==> config.mk <==
export PLATFORM = sky130hd
export DESIGN_NAME = uart_transmitter_flat
export DESIGN_NICKNAME = d
export VERILOG_FILES = /design/src/rtl/uart_transmitter_if.sv /design/src/rtl/uart_transmitter.sv /design/src/flat_wrapper.sv
export SDC_FILE = /design/constraint.sdc
export NUM_CORES = 1
export LEC_CHECK = 0
export ABC_CLOCK_PERIOD_IN_PS = 5900
export CAP_MARGIN = 5
export CORE_AREA = 2 2 79 81
export CTS_BUF_LIST = sky130_fd_sc_hd__clkbuf_4 sky130_fd_sc_hd__clkbuf_8
export DETAILED_ROUTE_END_ITERATION = 12
export DIE_AREA = 0 0 81 83
export HOLD_SLACK_MARGIN = 0.15
export PLACE_DENSITY = 0.67
export SYNTH_ARGS = -nofsm -noshare
export SYNTH_HDL_FRONTEND = slang
export SYNTH_SLANG_ARGS = --single-unit
==> constraint.sdc <==
create_clock -name clk_in -period 5.9 [get_ports clk_in]
set_input_delay 0.59 -clock clk_in [delete_from_list [all_inputs] [get_ports clk_in]]
set_output_delay 0.59 -clock clk_in [all_outputs]
set_load 0.005 [all_outputs]
==> src/rtl/uart_transmitter_if.sv <==
// Bundles the byte-write, baud-tick and serial-line signals of the UART transmitter.
//   clk_en   : baud tick at OVERSAMPLE x baud rate (master drives)
//   wr_en    : FIFO write strobe (master drives)
//   wr_data  : byte to queue (master drives)
//   full     : FIFO holds FIFO_DEPTH entries
//   empty    : FIFO holds zero entries
//   overflow : one-cycle pulse when a write is rejected
//   tx       : serial line, 8N1, idle high
//   busy     : serializer is mid-frame
//   tx_done  : one-cycle pulse at the end of each stop bit
interface uart_transmitter_if;
   logic       clk_en;
   logic       wr_en;
   logic [7:0] wr_data;
   logic       full;
   logic       empty;
   logic       overflow;
   logic       tx;
   logic       busy;
   logic       tx_done;

   modport master (
      output clk_en, wr_en, wr_data,
      input  full, empty, overflow, tx, busy, tx_done
   );

   modport slave (
      input  clk_en, wr_en, wr_data,
      output full, empty, overflow, tx, busy, tx_done
   );
endinterface

==> src/rtl/uart_transmitter.sv <==
// UART transmitter: small byte FIFO feeding an 8N1 serializer clocked by a baud tick.
//   clk_in : system clock, rising edge
//   reset  : asynchronous, active-high
//   bus    : uart_transmitter_if.slave (clk_en, wr_en, wr_data in; full, empty, overflow,
//            tx, busy, tx_done out)
module uart_transmitter #(
   parameter int unsigned OVERSAMPLE = 16,
   parameter int unsigned FIFO_DEPTH = 4
) (
   input  logic              clk_in,
   input  logic              reset,
   uart_transmitter_if.slave bus
);

   localparam int unsigned AW = (FIFO_DEPTH > 1) ? $clog2(FIFO_DEPTH) : 1;
   localparam int unsigned TW = (OVERSAMPLE > 1) ? $clog2(OVERSAMPLE) : 1;
   localparam logic [TW-1:0] TICK_LAST = TW'(OVERSAMPLE - 1);
   localparam logic [AW:0]   DEPTH_CNT = (AW + 1)'(FIFO_DEPTH);

   typedef enum logic [1:0] {StIdle, StStart, StData, StStop} state_e;

   state_e          state_q, state_d;
   logic [TW-1:0]   tick_q, tick_d;
   logic [3:0]      bit_q, bit_d;
   logic [7:0]      shreg_q, shreg_d;
   logic            tx_q, tx_d;
   logic            tx_done_q, tx_done_d;
   logic            overflow_q;

   logic [7:0]      mem [FIFO_DEPTH];
   logic [AW-1:0]   wr_ptr_q, rd_ptr_q;
   logic [AW:0]     count_q, count_d;
   logic            full_q, empty_q;
   logic            push, pop;
   logic [7:0]      head;

   assign head = mem[rd_ptr_q];
   // A write is judged against the registered full flag, so a same-cycle pop cannot rescue it.
   assign push = bus.wr_en && !full_q;

   always_comb begin
      count_d = count_q;
      if (push && !pop) begin
         count_d = count_q + 1'b1;
      end else if (pop && !push) begin
         count_d = count_q - 1'b1;
      end
   end

   always_comb begin
      state_d   = state_q;
      tick_d    = tick_q;
      bit_d     = bit_q;
      shreg_d   = shreg_q;
      tx_d      = tx_q;
      tx_done_d = 1'b0;
      pop       = 1'b0;
      if (bus.clk_en) begin
         case (state_q)
            StIdle: begin
               tx_d = 1'b1;
               if (!empty_q) begin
                  pop     = 1'b1;
                  shreg_d = head;
                  tick_d  = '0;
                  bit_d   = '0;
                  state_d = StStart;
                  tx_d    = 1'b0;
               end
            end
            StStart: begin
               if (tick_q == TICK_LAST) begin
                  tick_d  = '0;
                  state_d = StData;
                  tx_d    = shreg_q[0];
               end else begin
                  tick_d = tick_q + 1'b1;
               end
            end
            StData: begin
               if (tick_q == TICK_LAST) begin
                  tick_d  = '0;
                  shreg_d = {1'b0, shreg_q[7:1]};
                  if (bit_q == 4'd7) begin
                     bit_d   = '0;
                     state_d = StStop;
                     tx_d    = 1'b1;
                  end else begin
                     bit_d = bit_q + 4'd1;
                     tx_d  = shreg_q[1];
                  end
               end else begin
                  tick_d = tick_q + 1'b1;
               end
            end
            StStop: begin
               if (tick_q == TICK_LAST) begin
                  tx_done_d = 1'b1;
                  tick_d    = '0;
                  // Chain straight into the next frame when more data is queued.
                  if (!empty_q) begin
                     pop     = 1'b1;
                     shreg_d = head;
                     bit_d   = '0;
                     state_d = StStart;
                     tx_d    = 1'b0;
                  end else begin
                     state_d = StIdle;
                     tx_d    = 1'b1;
                  end
               end else begin
                  tick_d = tick_q + 1'b1;
               end
            end
            default: begin
               state_d = StIdle;
               tx_d    = 1'b1;
            end
         endcase
      end
   end

   always_ff @(posedge clk_in or posedge reset) begin
      if (reset) begin
         state_q    <= StIdle;
         tick_q     <= '0;
         bit_q      <= '0;
         shreg_q    <= '0;
         tx_q       <= 1'b1;
         tx_done_q  <= 1'b0;
         overflow_q <= 1'b0;
         wr_ptr_q   <= '0;
         rd_ptr_q   <= '0;
         count_q    <= '0;
         full_q     <= 1'b0;
         empty_q    <= 1'b1;
      end else begin
         state_q    <= state_d;
         tick_q     <= tick_d;
         bit_q      <= bit_d;
         shreg_q    <= shreg_d;
         tx_q       <= tx_d;
         tx_done_q  <= tx_done_d;
         overflow_q <= bus.wr_en && full_q;
         if (push) begin
            wr_ptr_q <= wr_ptr_q + 1'b1;
         end
         if (pop) begin
            rd_ptr_q <= rd_ptr_q + 1'b1;
         end
         count_q <= count_d;
         full_q  <= (count_d == DEPTH_CNT);
         empty_q <= (count_d == '0);
      end
   end

   // Storage needs no reset: the pointers and count define which entries are valid.
   always_ff @(posedge clk_in) begin
      if (push) begin
         mem[wr_ptr_q] <= bus.wr_data;
      end
   end

   assign bus.full     = full_q;
   assign bus.empty    = empty_q;
   assign bus.overflow = overflow_q;
   assign bus.tx       = tx_q;
   assign bus.busy     = (state_q != StIdle);
   assign bus.tx_done  = tx_done_q;

endmodule

==> src/flat_wrapper.sv <==
// flat-port wrapper written by rule: the top's interface ports become plain ports
module uart_transmitter_flat 
#(
   parameter int unsigned OVERSAMPLE = 16,
   parameter int unsigned FIFO_DEPTH = 4
)
  (clk_in, reset, bus_clk_en, bus_wr_en, bus_wr_data, bus_full, bus_empty, bus_overflow, bus_tx, bus_busy, bus_tx_done);
  uart_transmitter_if bus_i ();
  input  logic clk_in;
  input  logic reset;
  input wire logic [$bits(bus_i.clk_en)-1:0] bus_clk_en;
  input wire logic [$bits(bus_i.wr_en)-1:0] bus_wr_en;
  input wire logic [$bits(bus_i.wr_data)-1:0] bus_wr_data;
  output wire logic [$bits(bus_i.full)-1:0] bus_full;
  output wire logic [$bits(bus_i.empty)-1:0] bus_empty;
  output wire logic [$bits(bus_i.overflow)-1:0] bus_overflow;
  output wire logic [$bits(bus_i.tx)-1:0] bus_tx;
  output wire logic [$bits(bus_i.busy)-1:0] bus_busy;
  output wire logic [$bits(bus_i.tx_done)-1:0] bus_tx_done;
  assign bus_i.clk_en = bus_clk_en;
  assign bus_i.wr_en = bus_wr_en;
  assign bus_i.wr_data = bus_wr_data;
  assign bus_full = bus_i.full;
  assign bus_empty = bus_i.empty;
  assign bus_overflow = bus_i.overflow;
  assign bus_tx = bus_i.tx;
  assign bus_busy = bus_i.busy;
  assign bus_tx_done = bus_i.tx_done;
  uart_transmitter #(.OVERSAMPLE(OVERSAMPLE), .FIFO_DEPTH(FIFO_DEPTH)) u_core (.clk_in(clk_in), .reset(reset), .bus(bus_i));
endmodule
* After elaboration in Yosys (flattened, before gate mapping)
Memories as Yosys holds them, arrays and structs flattened.
Index checks and enable logic that the tools add are counted.
** Word-level totals
- RAM bits :: 32
- Output and inout bits :: 6
- Bits in read-only memories :: 0
- Memories :: 1
- Bits in latches :: 0
- Bits in registers :: 30
- Word-level logic and storage cells :: 82
- Input port bits :: 12
** Memory list
- u_core.mem :: words 4, bits a word 8, read ports 1, clocked after memory_dff 0, wr ports 1, RTL line uart_transmitter.sv:30 : logic [7:0] mem [FIFO_DEPTH];
** Cells by class
- Equal/unequal tests :: 11
- Bitwise operators :: 0
- $add $sub $neg :: 6
- Multipliers :: 0
- Div/mod/pow operators :: 0
- Magnitude comparators :: 0
- Reductions and logical operators :: 16
- Shift operators :: 0
- Multiplexer cells :: 36
** Operators by type and width (count)
- 2-to-1 mux 4 bit :: 6
- 2-to-1 mux 8 bit :: 3
- one-hot mux 8 bit (3 select lines) :: 1
- 2-to-1 mux 1 bit :: 14
- one-hot mux 4 bit (3 select lines) :: 1
- 2-to-1 mux 2 bit :: 5
- adder 4 x 1 -> 4 bit, second input constant :: 2
- != test 2 x 1 -> 1 bit, second input constant :: 4
- one-hot mux 2 bit (4 select lines) :: 1
- one-hot mux 4 bit (2 select lines) :: 1
- AND reduction 4 bit :: 2
- 2-to-1 mux 3 bit :: 2
- AND reduction 6 bit :: 1
- adder 2 x 1 -> 2 bit, second input constant :: 2
- == test 2 bit, second input constant :: 2
- == test 4 x 3 -> 1 bit, second input constant :: 1
- == test 4 bit, second input constant :: 1
- logical AND 1 bit :: 4
- one-hot mux 1 bit (4 select lines) :: 1
- adder 3 x 1 -> 3 bit, second input constant :: 1
- == test 3 bit, second input constant :: 1
- zero test 1 bit :: 3
- zero test 3 bit :: 1
- nonzero test 3 bit :: 1
- other kinds (8) :: 8

* Longest topological paths before layout
- Depth after elaboration :: 8
- Gate-level depth with buffers :: 7
- Mapped depth without buffers :: 6

* Worst setup path after synthesis
OpenSTA, ideal clock, no wires.
- Path kind :: flip-flop to flip-flop
- From :: register u_core.state_q[0]
- To :: register u_core.full_q (netlist: u_core.bus.full)
- Setup time :: 87 ps
- Cell stages (with the launch flop) :: 7
- Arrival :: 1841 ps
- Required time :: 5813 ps
- Path buffers :: 0
- Period minus slack after synthesis :: 1927 ps
- Slack :: 3973 ps
- Path through :: dfrtp_1 > inv_1 > ha_1 > or3b_4 > o211a_1 > o21a_1 > a211oi_2
** Between the ends
- Cells in the longest elaborated chain, start to end :: 7
- Elaborated cells between the ends (all ways) :: 10
- Classes of those cells :: eq/ne: 2; mux: 4; reduce/logical: 4
** Ends and longest elaborated chain
- from (decl) :: RTL line uart_transmitter.sv:22 : state_e state_q, state_d;
- from (signal assigned) :: RTL line uart_transmitter.sv:125 : state_q <= StIdle;
- from (signal assigned) :: RTL line uart_transmitter.sv:138 : state_q <= state_d;
- == test 2 bit / zero test 2 bit (equally long branches) :: RTL line uart_transmitter.sv:59 : case (state_q)
- one-hot mux 1 bit (2 select lines) * :: RTL line uart_transmitter.sv:59
- 2-to-1 mux 1 bit * :: RTL line uart_transmitter.sv:58 : if (bus.clk_en) begin
- logical AND 1 bit / zero test 1 bit (equally long branches) :: RTL line uart_transmitter.sv:45, uart_transmitter.sv:43
- 2-to-1 mux 3 bit / logical AND 1 bit (equally long branches) :: RTL line uart_transmitter.sv:45, uart_transmitter.sv:43
- 2-to-1 mux 3 bit * :: RTL line uart_transmitter.sv:43 : if (push && !pop) begin
- == test 3 bit * :: RTL line uart_transmitter.sv:152 : full_q <= (count_d == DEPTH_CNT);
- to (signal assigned) :: RTL line uart_transmitter.sv:152
- to (decl) :: RTL line uart_transmitter.sv:33 : logic full_q, empty_q;
Mark *: on every way between the ends. The rest lies on a longest branch, timed or not.
A chain may end at the register's enable or synchronous reset.

* Worst setup path in the final report
- From :: register u_core.state_q[0]
- To :: output bus_busy
** Between the ends
- Cells in the longest elaborated chain, start to end :: 1
** Ends and longest elaborated chain
- nonzero test 2 bit :: RTL line uart_transmitter.sv:168 : assign bus.busy = (state_q != StIdle);
- to (decl) :: RTL line flat_wrapper.sv:18 : output wire logic [$bits(bus_i.busy)-1:0] bus_busy;
Every way passes these cells.

==> results.yml <==
floorplan:
  ios: 18
  die_x_um: 81
  die_h_um: 83
  initial_utilization: 0.488
  coreArea_um2: 5820
  row_count: 28
  die_area_um2: 6720
cells_and_area:
  fillers: 486
  diodes: 0
  syn2layout_area_growth_pct: 16.6
  drive_above_1_share: 0.160
  fin_nets: 257
global_routing:
  grt_pass1_vias: 1636
  overflow: 0
  grt_first_pass_wirelength_um: 7790
  grt_max_degree: 27
  track_usage: 0.154
  antenna_found_initial: 0
placed_design:
  detailed_place_hpwl_um: 3100
  gp_congestion: 0.794
  io_buffers: 17
setup_path:
  critPathRequiredTime_ns: 5.31
  ff2ff_path_depth: 6
  cp-startpoint: "u_core.state_q[0]$_DFFE_PP0P_"
  crit_arrival_ns: 1.68
  worstSetupStartpointType: "flop"
  endpoint_kind: "output port"
  critPathMaxFanout: 5
  rr_startpoint: "u_core.state_q[0]$_DFFE_PP0P_"
  crit_type: "reg2out"
detailed_routing:
  drt_iter0_markers: 92
  wl_per_cell_um: 14.4
  via_per_inst: 5.31
  dr.pass1.iters: 4
  wl_um: 4480
  ant_nets: 0
  vias: 1657
  drc: 0
synth:
  ys.flop_type: "edfxtp_1"
  synth_cell_type_count: 51
  syn_area_um2: 2840
  ys_seq_area_frac: 0.604
  synth_seq_cells: 62
  synth_edf_count: 32
  avgSynthCellArea_um2: 13.5
  netlist_instances: 210
  yosys-top-cells-area: "edfxtp_1, dfrtp_1, mux4_2, ha_1, o21ai_0"
  syn-num-nets: 235
  synthArstFlopShare: 0.484
  yosysTopAreaCellShare: 0.338
  yosys.area.top_type: "edfxtp_1"
  yosysWarnings: 0
power:
  p_leak_nw: 1.34
  finalPower_w: 0.00167
  ir_worst_vdd_mv: 0.275
  pwr_density_cell_nw_per_um2: 505
outcome:
  status: "finished, final reports clean"
clock_network:
  cts_resized: 0
  clk_path_buf_depth: 2
  clk_pin_slew_ns: 0.07
  post-cts-setup-buffer-count: 0
  cts_tree: "built"
  cts_buffers: 9
  htree_levels: 3
  clock_latency_ns: 0.34
  postCtsHoldBufs: 0
  clock_sinks: 62
  clock-root-buffer: "clkbuf_8"
sta:
  relSlewSlack: 0.455
  rsz0062_at_grt: "false"
  fin_skew_ns: 0.00661
  slew_violations: 0
  setup_viol: 0
  finalWorstPathRequiredPeriod_ns: 2.27
  fmax_mhz: 441
  period_share: 0.384
  tightest_slew_ns: 0.818
  final_hold_viol_count: 0
  fin_setup_tns_ns: 0
min_path:
  hp-class: "in2async"
flow_run:
  maxCapViolCount: 0
==> cells in the final DEF (no fill, tap or decap), types with 4 or more instances in the layout <==
master           instances
inv_1                   10
mux4_2                   8
edfxtp_1                32
mux2i_1                  7
clkdlybuf4s50_1         17
nor2_1                  12
ha_1                    13
and2_1                   5
o21ai_0                 18
clkbuf_8                 9
dfrtp_1                 28
o31ai_1                  4
nand2_1                 20
==> flip-flops by register name, summed over array words and instances (netlist names), 2 cells and up <==
signal	count
u_core.state_q	2
u_core.bit_q	4
u_core.count_q	3
u_core.wr_ptr_q	2
u_core.shreg_q	8
u_core.mem	32
u_core.tick_q	4
u_core.rd_ptr_q	2
==> cell type report <==
class / count / area (um^2) / share of cell area
clock buffer: 9 / 124 / 0.0374
clock inverter: 7 / 106 / 0.0321
inverter: 10 / 37.5 / 0.0113
multi-input combinational: 131 / 1060 / 0.319
sequential: 62 / 1710 / 0.518
tap: 75 / 93.8 / 0.0283
timing repair buffer: 18 / 178 / 0.0537
==> stage by stage <==
step / hold slack, ns / util / cell area (um^2) / std cells / worst slack, ns
after global routing: 0.457 / 0.569 / 3310 / 312 / 3.43
final: 0.440 / 0.569 / 3310 / 312 / 3.63
after detailed placement: 0.470 / 0.530 / 3080 / 296 / 3.41
after floorplan: 0.438 / - / 2840 / 210 / 3.97
after CTS: 0.431 / 0.569 / 3310 / 312 / 3.61
after global placement: 0.464 / 0.530 / 3080 / 296 / 3.43
==> worst max-delay path, stage by stage (launching register included) <==
cell,delay [ns]
dfrtp_1,0.42
inv_1,0.11
ha_1,0.26
inv_1,0.06
clkdlybuf4s50_1,0.49
==> cell families (layout without fill, tap and decap cells) <==
group	after synthesis	in the layout	share of synthesized area
and+or+nand+nor	58	58	0.112
DFF	62	62	0.604
AOI/OAI and AO/OA	40	40	0.0982
xor gates and xnor gates	4	4	0.0123
muxes	16	16	0.0921
adders and majority gates	13	13	0.0573
buffers and inverters	17	44	0.0242
==> path summary, 6_finish.rpt <==
| check | slack [ns] | endpoint |
|---|---|---|
| hold / removal | 0.44 | u_core.count_q[0]$_DFF_PP0_ |
| min in group clk_in | 0.47 | u_core.bus.tx$_DFFE_PP1P_ |
| setup reg to reg | 3.68 | u_core.bit_q[3]$_DFFE_PP0P_ |
| hold reg to reg | 0.47 | u_core.bus.tx$_DFFE_PP1P_ |
| setup / recovery | 3.63 | bus_busy |
| max in group asynchronous | 4.83 | u_core.bus.tx$_DFFE_PP1P_ |
==> synthesized netlist by cell type (all sizes together) (4+ instances only) <==
library cell / n
edfxtp: 32
dfrtp: 28
nand2: 20
o21ai: 19
ha: 13
nor2: 12
inv: 10
mux4: 8
mux2i: 7
and2: 5
buf: 4
o31ai: 4
==> power breakdown <==
group,total (W),leakage [nW],switching [W],internal (W)
Clock,0.000425,0.116,0.000181,0.000244
Sequential,0.000701,0.669,0.000110,0.000591
Combinational,0.000544,0.557,0.000274,0.000269
==> per-layer routing <==
layer | part of all wire | track usage | routed length (um)
met3 | 0.029 | 0.0391 | 128
met2 | 0.43 | 0.201 | 1910
met5 | 0 | 0 | 0
met4 | 0.025 | 0.0832 | 110
met1 | 0.52 | 0.233 | 2330
No activity file was read; power rests on OpenSTA's default activity.
==> RTL edit 1, RTL diff (config.mk and constraints unchanged) <==
Encoding of `state_e`: now Gray code (2 bits for 4 states).
--- a/src/rtl/uart_transmitter.sv
+++ b/src/rtl/uart_transmitter.sv
@@ -19,3 +19,3 @@
 
-   typedef enum logic [1:0] {StIdle, StStart, StData, StStop} state_e;
+   typedef enum logic [1:0] {StIdle = 2'b00, StStart = 2'b01, StData = 2'b11, StStop = 2'b10} state_e;
 
Behaviour: no difference found for any inputs over 10 cycles, from zero or initial values and one cycle with reset high; not proved beyond that.
==> RTL edit 1 against the original RTL <==
Count of clock-buffer cells in the layout stayed put; clock skew is essentially flat; setup slack improved by 3.8 ps; sequential cell count unchanged; area after synthesis down 4.0%; design area down 5.7%; routed wire length down 3.4%; power down 12%; highest routed layer unchanged.
==> RTL edit 1: results (changes against the original RTL) <==
Reg2Reg Depth 6 (unchanged); Post-Place Setup Slack 3360 ps (-53.2 ps); worst hold path type reg -> reg; CP Max Fanout 9 (+4); dpl hpwl 2930 microns (-5.8%); Clock Tree Root clkbuf_8; top layer used by detailed routing met4; fin. max-slew vios 0 (unchanged); Setup Skew 6.35 ps (-0.262 ps); Synth area leaders edfxtp_1 35%, dfrtp_1 26%, mux4_2 6.6%; FMAX 442 MHz (+0.17%); total track usage 14.9% (-0.53 points); clock-pin slew on the worst setup and hold paths 70 ps (about the same); Net Sw Power 0.507 mW (-10%); Met1 Wirelength 2080 microns (-11%); RePlAce Congestion 0.778 (-2.0%); largest vdd supply drop 210 uV (-24%); routed vias 1538 (-7.2%); DRT iter0 DRCs 94 (+2.2%); min-delay src u_core.bus.tx; layout cells sized above 1 15.3% (-0.72 points); proportion of synthesized chip area in sequential cells 62.9% (+2.5 points); pin count of the biggest net entering global routing 31 (+15%); r2r setup slk 3910 ps (+230 ps); met3 routed wirelength 162 microns (+27%); number of global-route vias before repair 1552 (-5.1%); Clk network pwr share 22.9% (-2.6 points); initial antenna violation count 0 (unchanged); max_slew headroom 52.1% (+6.7 points); DR pass1 iterations 4 (unchanged); Leakage 1.20 nW (-10%); Net count, final 237 (-7.8%); routed len/inst 14.6 microns (+1.5%); first-pass GRT wire length 7450 microns (-4.3%); top cells by count, synth 32 x edfxtp_1, 28 x dfrtp_1, 18 x nand2_1, 16 x o21ai_0, 12 x nor2_1; RR Startpoint u_core.tick_q[0]; status finished, final reports clean; Power Density 473 nW/um^2 (-6.3%); synth unique cells 40 (-22%); Critical Path Start u_core.state_q[1]; WL met2 2020 microns (+5.6%); Synth Net Count 216 (-8.1%); CTS Buffer Depth 2 (unchanged); Seq pwr share 47.8% (+5.8 points); Diodes inserted 0 (unchanged)
==> RTL edit 1: cell types whose count changed in the layout (fill, tap and decap cells not counted), sizes merged, moves of 3 or more <==
cell / change
a22o: +3
o21ai: -3
a21oi: +5
ha: -5
==> RTL edit 1: through the flow <==
stage / std cells / area, sq um
finish: 297 / 3120
global route: 297 / 3120
CTS: 297 / 3120
detailed placement: 281 / 2940
global placement: 281 / 2940
floorplan: 196 / 2730
==> RTL edit 1: worst min-delay path by stage <==
stage,endpoint,slack (ps),depth (start not counted)
finish,u_core.bus.tx,480,2
global route,u_core.shreg_q[3],520,2
CTS,u_core.shreg_q[0],480,2
detailed placement,u_core.shreg_q[0],470,2
global placement,u_core.shreg_q[0],460,2
floorplan,u_core.bit_q[3],440,1
==> RTL edit 1: kinds of logic after synthesis <==
group           after synthesis  share of synthesized area, %
flops                        62                          62.9
simple gates                 49                          8.63
compound gates               38                          9.68
buf+inv                      17                          3.35
mux                          16                          9.59
fa+ha+maj                     8                          3.67
xor+xnor                      6                          2.20
==> RTL edit 1: cell type report <==
| cell class | instances | area [sq um] |
|---|---|---|
| Clock buffer | 9 | 124 |
| Clock inverter | 7 | 57.6 |
| Fill cell | 539 | 2690 |
| Inverter | 9 | 33.8 |
| Multi-Input combinational cell | 117 | 921 |
| Sequential cell | 62 | 1710 |
| Tap cell | 75 | 93.8 |
| Timing Repair Buffer | 18 | 178 |
==> RTL edit 1: worst max-delay path: stages, from the launching register on <==
cell and delay [ps]:
dfrtp_1 540, nor2_1 130, inv_1 150, clkdlybuf4s50_1 520
==> RTL edit 1: metal layers <==
metal / vias up / global-route usage (%)
met5: - / 0
met4: 0 / 6.01
met3: 8 / 5.22
met2: 21 / 21.9
met1: 748 / 20.1
li1: 761 / -
==> RTL edit 2, RTL diff (config.mk and constraints unchanged) <==
Without the edit above. `OVERSAMPLE` is set to 16 in 2 places; all go to 32.
--- a/src/rtl/uart_transmitter.sv
+++ b/src/rtl/uart_transmitter.sv
@@ -6,3 +6,3 @@
 module uart_transmitter #(
-   parameter int unsigned OVERSAMPLE = 16,
+   parameter int unsigned OVERSAMPLE = 32,
    parameter int unsigned FIFO_DEPTH = 4
--- a/src/flat_wrapper.sv
+++ b/src/flat_wrapper.sv
@@ -3,3 +3,3 @@
 #(
-   parameter int unsigned OVERSAMPLE = 16,
+   parameter int unsigned OVERSAMPLE = 32,
    parameter int unsigned FIFO_DEPTH = 4
Formal check against the unedited RTL: no difference found for any inputs over 10 cycles, from zero or initial values and one cycle with reset high; that may be too few to reach the edited logic, so the function may still have changed.
==> RTL edit 2 against the original RTL <==
Global-route usage increased by 1.3 points; sequential cell count increased by 1; power down 4.9%; routed wire length grew 5.5%; critical path type is now reg -> reg; area after synthesis grew 2.4%; clock skew is 1.4 ps lower; design area rose by 1.0%; clock power decreased by 17%; setup slack got worse by 110 ps.
==> RTL edit 2: results (changes against the original RTL) <==
switching share of power 33.4% (-0.45 points); area of the multi-input gates 1100 sq um (+3.9%); top cells by count, synth 32 x edfxtp_1, 29 x dfrtp_1, 22 x nand2_1, 21 x o21ai_0, 14 x ha_1; Post-synth ARST share 49.2% (+0.82 points); WL met2 2070 microns (+8.5%); sequential cell count 63 (+1.6%); routed len/inst 14.8 microns (+2.9%); Mean Syn Cell Area 13.3 sq um (-1.3%); max_slew headroom 53.1% (+7.7 points); synth unique cells 47 (-7.8%); DRT iter0 DRCs 93 (+1.1%); Met1 Wirelength 2410 microns (+3.2%); first-pass GRT wire length 8380 microns (+7.6%); status finished, final reports clean; total track usage 16.7% (+1.3 points); Seq pwr share 44.2% (+2.2 points); multi-input gates 137 (+4.6%); Fill cells 506 (+4.1%); CP Max Fanout 24 (+19); number of global-route vias before repair 1697 (+3.7%); Logic inverters 11 (+1); proportion of synthesized chip area in sequential cells 59.8% (-0.57 points); vias per cell 5.22 (-1.8%); total wire length 4730 microns (+5.5%); Net count, final 267 (+3.9%); pin count of the biggest net entering global routing 32 (+19%); Synth area leaders edfxtp_1 33%, dfrtp_1 25%, mux4_2 6.2%; largest vdd supply drop 254 uV (-7.6%); Post-Place Setup Slack 3400 ps (-7.15 ps); GR Layer Usage met3 5.22% (+1.3 points); met3 routed wirelength 172 microns (+34%); Clock buffers and inverters, area share 5.57% (-1.4 points); global-route met1 utilization 25.7% (+2.4 points); Seq/total area 52.0% (+0.23 points); Setup Skew 5.24 ps (-1.37 ps); Non-clock buffer share 5.54% (+0.17 points); bufs w/o clock 19 (+1); multi-input gate share of total cell area 32.8% (+0.91 points); RePlAce Congestion 0.830 (+4.5%); dpl hpwl 3400 microns (+9.4%)
RTL edit 2: cells by family (layout without fill, tap and decap cells):
family / count (synthesis) / in the layout / share of synthesized area (%)
simple gates: 64 / 64 / 12.5
flops: 63 / 63 / 59.8
compound gates: 39 / 39 / 9.03
buf+inv: 18 / 45 / 2.45
mux: 16 / 16 / 8.99
fa+ha+maj: 14 / 14 / 6.02
xor+xnor: 4 / 4 / 1.20
RTL edit 2: worst paths after layout:
path / from / end / slack (ps) / depth (start not counted)
setup / recovery: u_core.state_q[0] / u_core.bit_q[3] / 3520 / 7
hold / removal: u_core.tick_q[3] / u_core.tick_q[3] / 480 / 1
setup reg to reg: u_core.state_q[0] / u_core.bit_q[3] / 3520 / 7
hold reg to reg: u_core.tick_q[3] / u_core.tick_q[3] / 480 / 1
max in group asynchronous: reset / u_core.bus.tx / 4930 / 3
min in group asynchronous: reset / u_core.count_q[0] / 630 / 3
